<file path="src/rtl/riscv_pipe_pkg.sv">
// rtl/riscv_pipe_pkg.sv - shared types and constants for the forwarding/hazard unit
// Purpose: register-address width, forward-select encodings and the shadow-stage record.
// Ports: none (package).
package riscv_pipe_pkg;

  localparam int REG_AW = 5;

  localparam logic [1:0] FWD_RF  = 2'b00;  // operand from ID/EX register-file read
  localparam logic [1:0] FWD_WB  = 2'b01;  // operand from MEM/WB result
  localparam logic [1:0] FWD_MEM = 2'b10;  // operand from EX/MEM ALU result

  typedef struct packed {
    logic              valid;
    logic [REG_AW-1:0] rd;
    logic [REG_AW-1:0] rs1;
    logic [REG_AW-1:0] rs2;
    logic              reg_write;
    logic              mem_read;
  } stage_info_t;

  // A stage supplies a value for register rs only if it writes a non-x0 rd equal to rs.
  function automatic logic producer_hit(input logic              wr,
                                        input logic [REG_AW-1:0] rd,
                                        input logic [REG_AW-1:0] rs);
    return wr && (rd != '0) && (rd == rs);
  endfunction

endpackage

</file>
<file path="src/rtl/forward_hazard_unit_if.sv">
// rtl/forward_hazard_unit_if.sv - ID-stage request / hazard-result bundle
// Purpose: groups ID-stage instruction info and flush (driven by the pipeline) with the
//   forward selects, bypasses, stall and stall counter (driven by the hazard unit).
// Ports (signals): id_valid, id_rs1, id_rs2, id_rd, id_reg_write, id_mem_read, flush ->
//   unit; fwd_a, fwd_b, id_byp_a, id_byp_b, stall, stall_count -> pipeline.
interface forward_hazard_unit_if #(
  parameter int REG_AW = riscv_pipe_pkg::REG_AW,
  parameter int CNT_W  = 16
);

  logic              id_valid;
  logic [REG_AW-1:0] id_rs1;
  logic [REG_AW-1:0] id_rs2;
  logic [REG_AW-1:0] id_rd;
  logic              id_reg_write;
  logic              id_mem_read;
  logic              flush;

  logic [1:0]        fwd_a;
  logic [1:0]        fwd_b;
  logic              id_byp_a;
  logic              id_byp_b;
  logic              stall;
  logic [CNT_W-1:0]  stall_count;

  modport master (
    output id_valid, id_rs1, id_rs2, id_rd, id_reg_write, id_mem_read, flush,
    input  fwd_a, fwd_b, id_byp_a, id_byp_b, stall, stall_count
  );

  modport slave (
    input  id_valid, id_rs1, id_rs2, id_rd, id_reg_write, id_mem_read, flush,
    output fwd_a, fwd_b, id_byp_a, id_byp_b, stall, stall_count
  );

endinterface

</file>
<file path="src/rtl/fwd_sel_cmp.sv">
// rtl/fwd_sel_cmp.sv - forward-select comparator for one EX operand
// Purpose: picks the EX operand source for one source register from the EX/MEM and
//   MEM/WB shadow stages; the younger EX/MEM producer takes priority.
// Ports: rs_i (operand source register), exmem_i / memwb_i (shadow stage info),
//   sel_o (00 register file, 01 MEM/WB, 10 EX/MEM; 11 never produced).
module fwd_sel_cmp
  import riscv_pipe_pkg::*;
(
  input  logic [REG_AW-1:0] rs_i,
  input  stage_info_t       exmem_i,
  input  stage_info_t       memwb_i,
  output logic [1:0]        sel_o
);

  always_comb begin
    sel_o = FWD_RF;
    if (producer_hit(exmem_i.reg_write, exmem_i.rd, rs_i)) begin
      sel_o = FWD_MEM;
    end else if (producer_hit(memwb_i.reg_write, memwb_i.rd, rs_i)) begin
      sel_o = FWD_WB;
    end
  end

endmodule

</file>
<file path="src/rtl/forward_hazard_unit.sv">
// rtl/forward_hazard_unit.sv - EX forwarding selects, load-use stall and ID write-back bypass
// Purpose: shadows rd/reg_write/mem_read of in-flight instructions through ID/EX, EX/MEM
//   and MEM/WB, and derives forwarding selects, ID bypass, load-use stall and a saturating
//   stall counter.
// Ports: clk, rst_n (async, active low), hz (slave side of forward_hazard_unit_if).
module forward_hazard_unit
  import riscv_pipe_pkg::*;
#(
  parameter int CNT_W = 16
) (
  input  logic                  clk,
  input  logic                  rst_n,
  forward_hazard_unit_if.slave  hz
);

  stage_info_t      idex_q, idex_d;
  stage_info_t      exmem_q;
  stage_info_t      memwb_q;
  logic [CNT_W-1:0] stall_count_q, stall_count_d;
  logic             stall_w;
  logic             ld_use_w;

  // Load in ID/EX whose rd is read by the ID instruction; rs2 is compared even when the
  // instruction does not use it, which may cost a harmless extra stall cycle.
  assign ld_use_w = idex_q.mem_read && (idex_q.rd != '0) &&
                    ((idex_q.rd == hz.id_rs1) || (idex_q.rd == hz.id_rs2));

  // A squashed instruction must never stall, so flush overrides.
  assign stall_w = hz.id_valid && ld_use_w && !hz.flush;

  always_comb begin
    idex_d = '0;
    if (!(stall_w || hz.flush)) begin
      idex_d.valid     = hz.id_valid;
      idex_d.rd        = hz.id_rd;
      idex_d.rs1       = hz.id_rs1;
      idex_d.rs2       = hz.id_rs2;
      idex_d.reg_write = hz.id_reg_write;
      idex_d.mem_read  = hz.id_mem_read;
    end
  end

  always_comb begin
    stall_count_d = stall_count_q;
    if (stall_w && (stall_count_q != {CNT_W{1'b1}})) begin
      stall_count_d = stall_count_q + {{(CNT_W-1){1'b0}}, 1'b1};
    end
  end

  always_ff @(posedge clk or negedge rst_n) begin
    if (!rst_n) begin
      idex_q        <= '0;
      exmem_q       <= '0;
      memwb_q       <= '0;
      stall_count_q <= '0;
    end else begin
      idex_q        <= idex_d;
      exmem_q       <= idex_q;
      memwb_q       <= exmem_q;
      stall_count_q <= stall_count_d;
    end
  end

  fwd_sel_cmp u_sel_a (
    .rs_i    (idex_q.rs1),
    .exmem_i (exmem_q),
    .memwb_i (memwb_q),
    .sel_o   (hz.fwd_a)
  );

  fwd_sel_cmp u_sel_b (
    .rs_i    (idex_q.rs2),
    .exmem_i (exmem_q),
    .memwb_i (memwb_q),
    .sel_o   (hz.fwd_b)
  );

  // MEM/WB writes the register file in the same cycle ID reads it.
  assign hz.id_byp_a = hz.id_valid && producer_hit(memwb_q.reg_write, memwb_q.rd, hz.id_rs1);
  assign hz.id_byp_b = hz.id_valid && producer_hit(memwb_q.reg_write, memwb_q.rd, hz.id_rs2);

  assign hz.stall       = stall_w;
  assign hz.stall_count = stall_count_q;

endmodule

</file>
<file path="src/flat_wrapper.sv">
// flat-port wrapper written by rule: the top's interface ports become plain ports
module forward_hazard_unit_flat import riscv_pipe_pkg::*;
#(
  parameter int CNT_W = 16
)
  (clk, rst_n, hz_id_valid, hz_id_rs1, hz_id_rs2, hz_id_rd, hz_id_reg_write, hz_id_mem_read, hz_flush, hz_fwd_a, hz_fwd_b, hz_id_byp_a, hz_id_byp_b, hz_stall, hz_stall_count);
  forward_hazard_unit_if #(.REG_AW(5), .CNT_W(CNT_W)) hz_i ();
  input  logic clk;
  input  logic rst_n;
  input wire logic [$bits(hz_i.id_valid)-1:0] hz_id_valid;
  input wire logic [$bits(hz_i.id_rs1)-1:0] hz_id_rs1;
  input wire logic [$bits(hz_i.id_rs2)-1:0] hz_id_rs2;
  input wire logic [$bits(hz_i.id_rd)-1:0] hz_id_rd;
  input wire logic [$bits(hz_i.id_reg_write)-1:0] hz_id_reg_write;
  input wire logic [$bits(hz_i.id_mem_read)-1:0] hz_id_mem_read;
  input wire logic [$bits(hz_i.flush)-1:0] hz_flush;
  output wire logic [$bits(hz_i.fwd_a)-1:0] hz_fwd_a;
  output wire logic [$bits(hz_i.fwd_b)-1:0] hz_fwd_b;
  output wire logic [$bits(hz_i.id_byp_a)-1:0] hz_id_byp_a;
  output wire logic [$bits(hz_i.id_byp_b)-1:0] hz_id_byp_b;
  output wire logic [$bits(hz_i.stall)-1:0] hz_stall;
  output wire logic [$bits(hz_i.stall_count)-1:0] hz_stall_count;
  assign hz_i.id_valid = hz_id_valid;
  assign hz_i.id_rs1 = hz_id_rs1;
  assign hz_i.id_rs2 = hz_id_rs2;
  assign hz_i.id_rd = hz_id_rd;
  assign hz_i.id_reg_write = hz_id_reg_write;
  assign hz_i.id_mem_read = hz_id_mem_read;
  assign hz_i.flush = hz_flush;
  assign hz_fwd_a = hz_i.fwd_a;
  assign hz_fwd_b = hz_i.fwd_b;
  assign hz_id_byp_a = hz_i.id_byp_a;
  assign hz_id_byp_b = hz_i.id_byp_b;
  assign hz_stall = hz_i.stall;
  assign hz_stall_count = hz_i.stall_count;
  forward_hazard_unit #(.CNT_W(CNT_W)) u_core (.clk(clk), .rst_n(rst_n), .hz(hz_i));
endmodule
</file>
<file path="config.mk">
export PLATFORM = sky130hd
export DESIGN_NAME = forward_hazard_unit_flat
export DESIGN_NICKNAME = d
export VERILOG_FILES = /design/src/rtl/riscv_pipe_pkg.sv /design/src/rtl/forward_hazard_unit_if.sv /design/src/rtl/fwd_sel_cmp.sv /design/src/rtl/forward_hazard_unit.sv /design/src/flat_wrapper.sv
export SDC_FILE = /design/constraint.sdc
export NUM_CORES = 1
export LEC_CHECK = 0
export CORE_MARGIN = 2
export CORE_UTILIZATION = 51
export DETAILED_ROUTE_END_ITERATION = 7
export GPL_ROUTABILITY_DRIVEN = 0
export GPL_TIMING_DRIVEN = 0
export PLACE_DENSITY = 0.86
export SETUP_SLACK_MARGIN = 0.05
export SYNTH_ARGS = -nofsm -noshare
export SYNTH_HDL_FRONTEND = slang
export SYNTH_SLANG_ARGS = --single-unit
export TNS_END_PERCENT = 10
</file>
<file path="constraint.sdc">
create_clock -name clk -period 2.6 [get_ports clk]
set_input_delay 0.78 -clock clk [delete_from_list [all_inputs] [get_ports clk]]
set_output_delay 0.78 -clock clk [all_outputs]
set_load 0.05 [all_outputs]
</file>
==> results by group <==
Timing
  – RSZ-0062 raised after global routing: yes
  – Hold slack: 0.355 ns
  – Rel. slew slack: 58.0%
  – Final Max Tran Viols: 0
  – Slew at the pin closest to its max-slew limit: 0.628 ns
  – Maximum clock frequency: 0.367 GHz
  – Clock skew: 0.00477 ns
  – Final worst path period share: 105%
  – Min setup slack post-route: -0.126 ns
  – Hold Fails Final Rpt: 0
  – Final min period: 2.73 ns
  – Final-report setup violation count: 6

Floorplan
  – Boundary pin count: 44
  – Site Rows: 23
  – Initial Util: 53.6%
  – Die X: 69.3 um
  – Core area: 4060 um2
  – DIE AREA: 4800 um2
  – Die span in y: 69.3 um

Detailed routing
  – Top sig layer: met4
  – Met2 wire len: 2960 um
  – Final wirelength: 5630 um
  – Initial DRT Pass Iterations: 4
  – Routed wl met3: 237 um
  – Vias: 1,707
  – Drt via density: 5.58
  – M1 wire length: 2250 um
  – 1st-iter DRT viols: 71
  – Wire length per cell: 18.4 um
  – DR DRC count: 0
  – Routed Antenna Nets: 0

Placed design
  – DP Area: 2760 um2
  – IO buf count: 43
  – HPWL Detailed: 3590 um
  – Placed cells: 289

Worst setup path
  – Crit Reg-Reg Endpoint: u_core.hz.stall_count[1]
  – Launching point of the worst reg2reg path: u_core.idex_q[14]
  – Worst EP required: 1.82 ns
  – Crit path from: u_core.exmem_q[16]
  – Classification of the worst setup path: flip-flop to primary output
  – Setup crit end: hz_fwd_a[0]
  – Cells on worst reg2reg path: 7
  – Worst setup EP type: primary output
  – Reg-to-reg slack, setup: 0.34 ns
  – Arrival @ worst endpoint: 1.95 ns
  – Startpoint types: flip-flop
  – Crit-path max FO: 3

Power
  – P per Cell Area: 533 nW/um2
  – Pleak: 1.34 nW
  – Peak supply drop: 0.519 mV

Synth
  – Synth Instances: 195
  – Net Count, Synth: 217
  – Yosys warning total: 0
  – Post-synth top area cell: dfrtp_1
  – Synth area leaders: dfrtp_1 (52%), xnor2_1 (17%), and2_1 (5.2%)
  – Cell Area, Synth: 2170 um2
  – Flops & latches, synth: 45
  – Post-synth cell types: 27
  – Share of the synthesized area in the top cell type: 51.8%
  – Post-synth top cells: dfrtp_1 (45), xnor2_1 (43), and2_1 (18)
  – Number of flops mapped to enable cells by yosys: 0
  – Avg Cell Area, Syn: 11.2 um2
  – Top FF cell, synth: dfrtp_1
  – Post-synthesis sequential area ratio: 51.8%
  – Fraction of registers with async set/reset: 100%
  – Most common cell in the netlist: dfrtp_1

Finish
  – Nets: 277
  – Layout cells sized above 1: 31.6%
  – Area delta synth->final: 44.6%
  – Number of fill cells in the layout: 230
  – Final non-filler cell total: 306
  – Antenna Cells: 0
  – Area of the multi-input gates: 1250 um2
  – FF+latch area: 1130 um2
  – Fin area: 3150 um2

Clock network
  – CTS Sinks: 45
  – Clk Latency, worst-skew pair: 0.31 ns
  – CTS HTree Levels: 2
  – Clock Tree Buf Depth: 2
  – Clock root cell: clkbuf_8
  – Worst-path clk slew: 0.09 ns
  – Cts bufs inserted: 5
  – Hold buffers post-CTS: 0
  – TritonCTS clock tree: yes

GRT
  – Antenna violations before repair: 0
  – Global-route wire length before repair: 9190 um
  – Total grt overflow: 0
  – Largest net degree at the start of global routing: 24
  – GRT Total Usage: 24.6%
  – Vias in the first global route: 1,769

Hold path
  – Hold crit path type: flip-flop to flip-flop

Job
  – Max Cap Viol: 0

Outcome
  – Failing checks: negative setup slack
  – Status: complete, but fails checks
[cell usage in the layout (no fill, tap or decap), types with 2 or more instances in the layout]
cell type,Yosys,routed
inv_2,1,2
and2_1,18,17
bufinv_16,0,2
or4_4,0,3
dlygate4sd2_1,0,2
nand2_1,7,5
clkbuf_8,0,5
and3_1,6,6
clkdlybuf4s50_1,0,23
buf_2,1,5
xnor2_1,43,32
clkbuf_2,0,2
nand3_2,0,2
buf_4,2,17
buf_6,0,6
nor4_4,0,6
dfrtp_1,45,39
dfrtp_2,0,6
nor2_1,7,7
nand3_1,14,12
nand4_1,12,12
clkdlybuf4s15_2,0,3
xnor2_2,0,10
xor2_1,12,12
[per-layer routing]
| layer | track usage [%] | vias up |
|---|---|---|
| li1 | - | 786 |
| met2 | 40.7 | 60 |
| met3 | 4.80 | 16 |
| met1 | 32.1 | 845 |
| met4 | 9.37 | 0 |
| met5 | 0 | - |
[area by class of cell]
class / count / area share [%]
Buffer: 3 / 0.835
Clock buffer: 5 / 2.19
Clock inverter: 3 / 2.19
Inverter: 3 / 0.358
Multi-Input combinational cell: 140 / 39.6
Sequential cell: 45 / 36.0
Tap cell: 50 / 1.99
Timing Repair Buffer: 57 / 16.8
[critical path: stages (launching register included)]
cell	delay, ns
dfrtp_1	0.43
or4_4	0.58
o21ai_4	0.22
nor4_4	0.07
nor4_4	0.15
buf_6	0.19
[timing repair]
item | in CTS | in global routing
pin swaps | 19 | 16
endpoints found under the hold margin | 0 | 0
endpoints found under the setup margin | 7 | 7
setup buffers | 10 | 3
gates resized for setup | 102 | 24
[how the worst min path moves through the flow]
stage	from	end	slack, ns	cells after the start
6_report	u_core.idex_q[1]	u_core.exmem_q[1]	0.35	0
3_3_place_gp	u_core.idex_q[1]	u_core.exmem_q[1]	0.33	0
2_1_floorplan	u_core.idex_q[1]	u_core.exmem_q[1]	0.33	0
3_5_place_dp	u_core.idex_q[1]	u_core.exmem_q[1]	0.33	0
5_1_grt	u_core.idex_q[1]	u_core.exmem_q[1]	0.38	0
4_1_cts	u_core.idex_q[1]	u_core.exmem_q[1]	0.36	0
[sequential cells by signal, summed over array words and instances, names as in the netlist]
signal	cells
u_core.exmem_q	6
u_core.hz.stall_count	16
u_core.idex_q	17
u_core.memwb_q	6
[kinds of logic (layout without fill, tap and decap cells)]
group	count (synthesis)	after routing	synth area share [%]
and+or+nand+nor	77	77	20.0
muxes	1	1	0.518
xor gates and xnor gates	55	55	22.2
adders and majority gates	1	1	0.575
DFF	45	45	51.8
AOI/OAI and AO/OA	6	6	2.82
buffers and inverters	10	71	2.13
[power by group]
part,internal [mW],switching (mW)
combinational,0.127,0.139
clock,0.387,0.258
sequential,0.728,0.0376
[per-stage QoR]
| stage | power, mW | setup TNS, ns | setup slack (ns) | util, % |
|---|---|---|---|---|
| after floorplan | 0.894 | -0.504 | -0.153 | - |
| after global placement | 0.976 | -24.90 | -1.56 | 67.6 |
| after detailed placement | 0.988 | -7.80 | -1.59 | 68.1 |
| after CTS | 1.66 | -0.792 | -0.148 | 75.9 |
| after global routing | 1.74 | -0.945 | -0.205 | 77.5 |
| final | 1.68 | -0.442 | -0.126 | 77.5 |
(Power assumes the default switching activity.)
